--- src/rtl/tiny_nn_pkg.sv ---
// Shared types for the tiny-nn convolve block: command opcodes,
// the fp16 result type and the ReLU helper.
package tiny_nn_pkg;

  typedef enum logic [3:0] {
    CmdOpConvolve          = 4'd1,
    CmdOpConvolveReuse     = 4'd2,
    CmdOpConvolveRelu      = 4'd3,
    CmdOpConvolveReuseRelu = 4'd4
  } cmd_op_e;

  typedef struct packed {
    logic       sign;
    logic [4:0] exponent;
    logic [9:0] mantissa;
  } fp_t;

  localparam fp_t        FpZero   = '0;
  localparam logic [7:0] DataIdle = 8'hFF;

  // Any value with the sign bit set, -0 included, clamps to +0.
  function automatic fp_t fp_relu(input fp_t x);
    return x.sign ? FpZero : x;
  endfunction

endpackage

--- src/rtl/tiny_nn_out_ser.sv ---
// Result serialiser: low byte on phase 0, high byte on phase 1, 0xFF otherwise.
// Ports: active, phase, relu, result in; data out. Purely combinational.
module tiny_nn_out_ser
  import tiny_nn_pkg::*;
#(
  parameter int unsigned PhaseWidth = 1
) (
  input  logic                  active,
  input  logic [PhaseWidth-1:0] phase,
  input  logic                  relu,
  input  fp_t                   result,
  output logic [7:0]            data
);

  fp_t res;

  always_comb begin
    res  = relu ? fp_relu(result) : result;
    data = DataIdle;
    if (active) begin
      if (phase == '0) begin
        data = res[7:0];
      end else if (phase == PhaseWidth'(1)) begin
        data = res[15:8];
      end
    end
  end

endmodule

--- src/rtl/tiny_nn_seq.sv ---
// Command sequencer for the tiny-nn core: decodes commands, loads params,
// drives exec controls and serialises results. Ports: clk_i, rst_ni,
// data_i/data_o, busy_o, core controls out, accumulate_i in.
module tiny_nn_seq
  import tiny_nn_pkg::*;
#(
  parameter int unsigned CountWidth     = 12,
  parameter int unsigned ValArrayWidth  = 4,
  parameter int unsigned ValArrayHeight = 2,
  localparam int unsigned NumParams =
    ValArrayWidth * ValArrayHeight,
  localparam int unsigned RowSelWidth =
    (ValArrayHeight > 1) ? $clog2(ValArrayHeight) : 1
) (
  input  logic                      clk_i,
  input  logic                      rst_ni,
  input  logic [15:0]               data_i,
  output logic [7:0]                data_o,
  output logic                      busy_o,
  output logic [ValArrayHeight-1:0] val_shift_o,
  output logic [NumParams-1:0]      param_write_o,
  output logic [RowSelWidth-1:0]    mul_row_sel_o,
  output logic                      mul_en_o,
  output logic [1:0]                accumulate_en_o,
  input  fp_t                       accumulate_i
);

  typedef enum logic [1:0] {
    Idle,
    ParamIn,
    Exec
  } state_e;

  localparam logic [RowSelWidth-1:0] LastPhase =
    RowSelWidth'(ValArrayHeight - 1);

  state_e                      state_q, state_d;
  logic [RowSelWidth-1:0]      phase_q, phase_d;
  logic [CountWidth-1:0]       count_q, count_d;
  logic [NumParams-1:0]        pw_q, pw_d;
  logic                        pv_q, pv_d;
  logic                        relu_q, relu_d;
  logic [ValArrayHeight-1:0]   shift_q;
  logic [RowSelWidth-1:0]      row_q;
  logic                        mul_q;
  logic [1:0]                  acc_q;

  logic [3:0] opcode;
  logic       is_load;
  logic       is_reuse;
  logic       cmd_relu;
  logic       exec_d;

  assign opcode = data_i[15:12];

  // Reuse only makes sense once a parameter set has been loaded.
  always_comb begin
    is_load  = 1'b0;
    is_reuse = 1'b0;
    cmd_relu = 1'b0;
    unique case (1'b1)
      opcode == CmdOpConvolve: begin
        is_load = 1'b1;
      end
      opcode == CmdOpConvolveRelu: begin
        is_load  = 1'b1;
        cmd_relu = 1'b1;
      end
      opcode == CmdOpConvolveReuse: begin
        is_reuse = pv_q;
      end
      opcode == CmdOpConvolveReuseRelu: begin
        is_reuse = pv_q;
        cmd_relu = 1'b1;
      end
      default: ;
    endcase
  end

  always_comb begin
    state_d = state_q;
    phase_d = phase_q;
    count_d = count_q;
    pw_d    = '0;
    pv_d    = pv_q;
    relu_d  = relu_q;
    unique case (state_q)
      Idle: begin
        phase_d = '0;
        if (is_load) begin
          state_d = ParamIn;
          pw_d    = NumParams'(1);
          count_d = data_i[CountWidth-1:0];
          relu_d  = cmd_relu;
        end else if (is_reuse) begin
          state_d = Exec;
          count_d = data_i[CountWidth-1:0];
          relu_d  = cmd_relu;
        end
      end
      ParamIn: begin
        if (pw_q[NumParams-1]) begin
          state_d = Exec;
          pv_d    = 1'b1;
        end else begin
          pw_d = pw_q << 1;
        end
      end
      Exec: begin
        if (phase_q == LastPhase) begin
          phase_d = '0;
          if (count_q != '0) begin
            count_d = count_q - CountWidth'(1);
          end else begin
            state_d = Idle;
          end
        end else begin
          phase_d = phase_q + RowSelWidth'(1);
        end
      end
      default: state_d = Idle;
    endcase
  end

  assign exec_d = (state_d == Exec);

  // Core controls are registered from the next phase so they line
  // up with state_q/phase_q without a decode stage on the outputs.
  always_ff @(posedge clk_i or negedge rst_ni) begin
    if (!rst_ni) begin
      state_q <= Idle;
      phase_q <= '0;
      count_q <= '0;
      pw_q    <= '0;
      pv_q    <= 1'b0;
      relu_q  <= 1'b0;
      shift_q <= '0;
      row_q   <= '0;
      mul_q   <= 1'b0;
      acc_q   <= 2'b00;
    end else begin
      state_q <= state_d;
      phase_q <= phase_d;
      count_q <= count_d;
      pw_q    <= pw_d;
      pv_q    <= pv_d;
      relu_q  <= relu_d;
      mul_q   <= exec_d;
      shift_q <= exec_d
        ? ValArrayHeight'(1) << phase_d
        : '0;
      row_q   <= exec_d ? phase_d : '0;
      acc_q   <= exec_d
        ? {phase_d == LastPhase, 1'b1}
        : 2'b00;
    end
  end

  assign busy_o          = (state_q != Idle);
  assign param_write_o   = pw_q;
  assign val_shift_o     = shift_q;
  assign mul_row_sel_o   = row_q;
  assign mul_en_o        = mul_q;
  assign accumulate_en_o = acc_q;

  tiny_nn_out_ser #(
    .PhaseWidth(RowSelWidth)
  ) u_out_ser (
    .active(state_q == Exec),
    .phase (phase_q),
    .relu  (relu_q),
    .result(accumulate_i),
    .data  (data_o)
  );

endmodule

--- config.mk ---
export PLATFORM = sky130hd
export DESIGN_NAME = tiny_nn_seq
export DESIGN_NICKNAME = d
export VERILOG_FILES = /design/src/rtl/tiny_nn_pkg.sv /design/src/rtl/tiny_nn_out_ser.sv /design/src/rtl/tiny_nn_seq.sv
export SDC_FILE = /design/constraint.sdc
export NUM_CORES = 1
export LEC_CHECK = 0
export BUFFER_PORTS_ARGS = -buffer_cell sky130_fd_sc_hd__buf_2
export CORE_ASPECT_RATIO = 2
export CORE_MARGIN = 3
export CORE_UTILIZATION = 25
export DETAILED_ROUTE_END_ITERATION = 12
export GPL_TIMING_DRIVEN = 0
export PLACE_DENSITY = 0.58
export SLEW_MARGIN = 20
export SYNTH_ARGS = -nofsm -noshare
export SYNTH_HDL_FRONTEND = slang
export SYNTH_SLANG_ARGS = --single-unit
--- constraint.sdc ---
create_clock -name clk_i -period 1.82 [get_ports clk_i]
set_clock_uncertainty 0.15 [all_clocks]
set_input_delay 0.364 -clock clk_i [delete_from_list [all_inputs] [get_ports clk_i]]
set_output_delay 0.364 -clock clk_i [all_outputs]
set_load 0.005 [all_outputs]
==> flow_metrics.env <==
export IMPL_syn_inst=172
export IMPL_yosys_most_used_dff="dfrtp_1"
export IMPL_cp_slowest_stage_delay_ns=0.37
export IMPL_via_per_inst=4.93
export IMPL_path_clk_slew_ns=0.07
export IMPL_clock_tree_buffer_depth=2
export IMPL_port_buffers=56
export IMPL_gr_total_overflow=0
export IMPL_status="finished, violations left"
export IMPL_synth_top_family_by_area="simple AND/OR/NAND/NOR gates"
export IMPL_vias=1655
export IMPL_numPlacedInstances=314
export IMPL_syn_area_per_cell_um2=9.77
export IMPL_synth_edf_count=0
export IMPL_postRouteAntennaNets=0
export IMPL_drt_pass1_iterations=4
export IMPL_antenna_cells=0
export IMPL_startpoint="state_q[1]"
export IMPL_routed_wl_um=5180
export IMPL_power_per_cell_area_nw_per_um2=980
export IMPL_synthArstFlopShare_pct=100
export IMPL_rsz0062_at_grt="yes"
export IMPL_synth_fa_ha_area_share_pct=1.49
export IMPL_fillers=652
export IMPL_drv_slew=0
export IMPL_synth_warnings=0
export IMPL_crit_chain="buf_6 > clkbuf_4 > or2_2 > buf_2"
export IMPL_cp_data_arrival_time_ns=1.39
export IMPL_multi_input_area_um2=1050
export IMPL_num_nets_final=287
export IMPL_netSwitchingPower_mw=0.835
export IMPL_required_ns=1.31
export IMPL_grt_max_degree=29
export IMPL_synth_xor_area_share_pct=1.04
export IMPL_start_kind="flip-flop"
export IMPL_fin_crit_ns=1.90
export IMPL_syn_nets=208
export IMPL_min_path_cells=3
export IMPL_cts_tree="yes"
export IMPL_period_share_pct=104
export IMPL_hpwl_um=3690
export IMPL_drive_above_1_share_pct=54.0
export IMPL_r2r_start="count_q[6]"
export IMPL_fin_hold_ws_ns=0.239
export IMPL_grt_use_total_pct=13.4
export IMPL_crit_path_top_delay_cell="dfrtp_1"
export IMPL_p_int_mw=1.67
export IMPL_cp_num_buf_inv=3
export IMPL_drtIter0Drc=22
export IMPL_hp_class="in2reg"
export IMPL_cts_sinks=28
export IMPL_yosys_register_bits=28
export IMPL_wl_per_cell_um=15.4
export IMPL_area_growth_pct=52.0
export IMPL_power_mw=2.50
export IMPL_hold_path_startpoint="data_i[0]"
export IMPL_gp_congestion=0.860
export IMPL_regArea_um2=704
export IMPL_die_x_um=64.0
export IMPL_tns_ns=-0.555
export IMPL_grt_pass1_vias=1768
export IMPL_synth_seq_area_share_pct=41.7
export IMPL_critical_path_cell_count=4
export IMPL_worst_pin_slew_ns=0.663
export IMPL_violations="negative setup slack"
export IMPL_fin_ws_ns=-0.0805
export IMPL_drc_errors=0
export IMPL_insertion_delay_ns=0.26
export IMPL_h_tree_depth=1
export IMPL_die_area_um2=7800
export IMPL_grt_pass1_wl_um=8190
export IMPL_hold_viol=0
export IMPL_synth_compound_area_share_pct=21.1
export IMPL_cts_made_buffers=3
export IMPL_ios=57
export IMPL_seq_power_share_pct=41.0
export IMPL_max_freq_mhz=526
export IMPL_post_place_ws_ns=-0.303
export IMPL_placementRows=41
export IMPL_fin_cells=336
export IMPL_worstPathMaxFanout=10
export IMPL_initial_core_util_pct=26.2
export IMPL_total_leakage_power_nw=1.09
export IMPL_critPathTopFamily="buffers and inverters"
export IMPL_muxShareOfSynthArea_pct=5.96
export IMPL_netlist_cell_type_count=43
export IMPL_finalSetupViolCount=11
export IMPL_synth_simple_gate_area_share_pct=22.5
export IMPL_worst_r2r_cell_count=5
export IMPL_critical_path_class="reg2out"
export IMPL_crit_path_end_kind="primary output"
export IMPL_power_share_clock_pct=26.1
export IMPL_core_area_um2=6410
export IMPL_root_buffer="clkbuf_16"
export IMPL_die_h_um=122
export IMPL_antenna_found_initial=0
export IMPL_slew_headroom_pct=55.8
export IMPL_maxCapViolCount=0
export IMPL_p_sw_share_pct=33.3
export IMPL_syn_area_um2=1680
export IMPL_pwr_share_comb_pct=32.9
export IMPL_ir_worst_vdd_v=0.000468
==> flip-flops by register name (all words and copies together), names as in the netlist <==
name and flops:
pv_q 1, accumulate_en_o 2, relu_q 1, param_write_o 8
count_q 12, state_q 2, val_shift_o 1, phase_q 1
==> kinds of logic after synthesis <==
kind of cell | after synthesis
and+or+nand+nor | 63
AOI/OAI and AO/OA | 49
DFF | 28
buffers and inverters | 18
muxes | 10
xor gates and xnor gates | 2
adders and majority gates | 2
==> tightest hold or removal path, cell delays in order <==
cell and delay (ns):
buf_2 0.08, mux2i_1 0.05, mux2i_1 0.11
==> power by group through the flow <==
stage               clock network [mW]  logic (mW)  registers [mW]
global route                     0.690       0.922            1.05
finish                           0.654       0.823            1.03
detailed placement                   0       0.597           0.979
global placement                     0       0.585           0.977
floorplan                            0       0.420           0.939
CTS                              0.673       0.662           0.986
==> stage by stage <==
step | util (%) | instance area [µm²]
final | 39.8 | 2550
after global routing | 39.8 | 2550
after CTS | 36.4 | 2330
after detailed placement | 32.3 | 2070
after global placement | 32.3 | 2070
after floorplan | - | 1680
==> per-layer routing <==
layer / share of wire [%] / track usage (%) / up-vias
met3: 4.5 / 1.94 / 14
met5: 0 / 0 / -
met1: 33 / 12.5 / 789
li1: - / - / 791
met2: 58 / 26.0 / 61
met4: 4.9 / 8.80 / 0
==> area by class of cell <==
class	instances	share of cell area (%)
repair buffers	74	17.7
well taps	86	4.21
plain buffers	13	4.51
multi-input cells	127	41.2
clock inverters	1	1.18
flip-flops and latches	28	27.6
clock buffers	3	2.94
inverters	4	0.735
==> cell usage in the layout, fill, tap and decap left out, drive strengths merged <==
cell and count:
nand4 3, a311o 1, nand3b 1, a221oi 1, o32ai 3, a2111oi 1
nand2b 2, a41oi 2, buf 82, nor2b 4, and2 9, dlygate4sd3 1
nor3 10, nand3 4, nor4 1, a22oi 4, clkbuf 7, a21oi 5
a2bb2oi 3, nor2 17, ha 2, clkinvlp 1, xor2 2, or2 3
dfrtp 28, bufinv 1, a31o 1, nand2 5, nor4b 1, mux2i 10
nor3b 3, inv 3, o21ai 16, a31oi 3, o22a 9, and3 1
==> final timing paths <==
kind	endpoint	slack, ns
worst max-delay path	busy_o	-0.08
worst min-delay path	count_q[0]	0.24
worst max register to register	count_q[0]	-0.02
worst min register to register	param_write_o[1]	0.34
max in group asynchronous	count_q[3]	0.53
min in group asynchronous	count_q[6]	0.52
==> Yosys cell counts (2+ instances only) <==
cell,instances,area share [%]
a22oi_1,3,1.3
nand2_1,5,1.1
a41oi_1,2,1.0
nor3_1,8,2.4
or2_2,2,0.74
a21oi_1,5,1.5
o21ai_0,14,4.2
a2bb2oi_1,3,1.6
ha_1,2,1.5
nand3_1,4,1.2
dfrtp_1,28,42
o32ai_1,3,1.6
mux2i_1,10,6.0
xor2_1,2,1.0
nor2b_1,4,1.5
a31oi_1,3,1.1
nor3b_1,3,1.3
buf_2,2,0.60
o22a_1,8,4.2
buf_4,3,1.3
nor3_4,2,1.9
nand2b_1,2,0.74
nor2_1,15,3.4
nand4_1,3,1.1
buf_6,3,2.0
clkbuf_1,5,1.1
inv_1,4,0.89
and2_1,9,3.4
==> repair_timing <==
action | CTS | global route
endpoints found under the setup margin | 23 | 33
hold buffers | 1 | 0
endpoints found under the hold margin | 10 | 0
pin swaps | 7 | 17
setup buffers | 8 | 8
cloned | 1 | 1
resized for setup | 22 | 34
No activity file was read; power rests on OpenSTA's default activity.
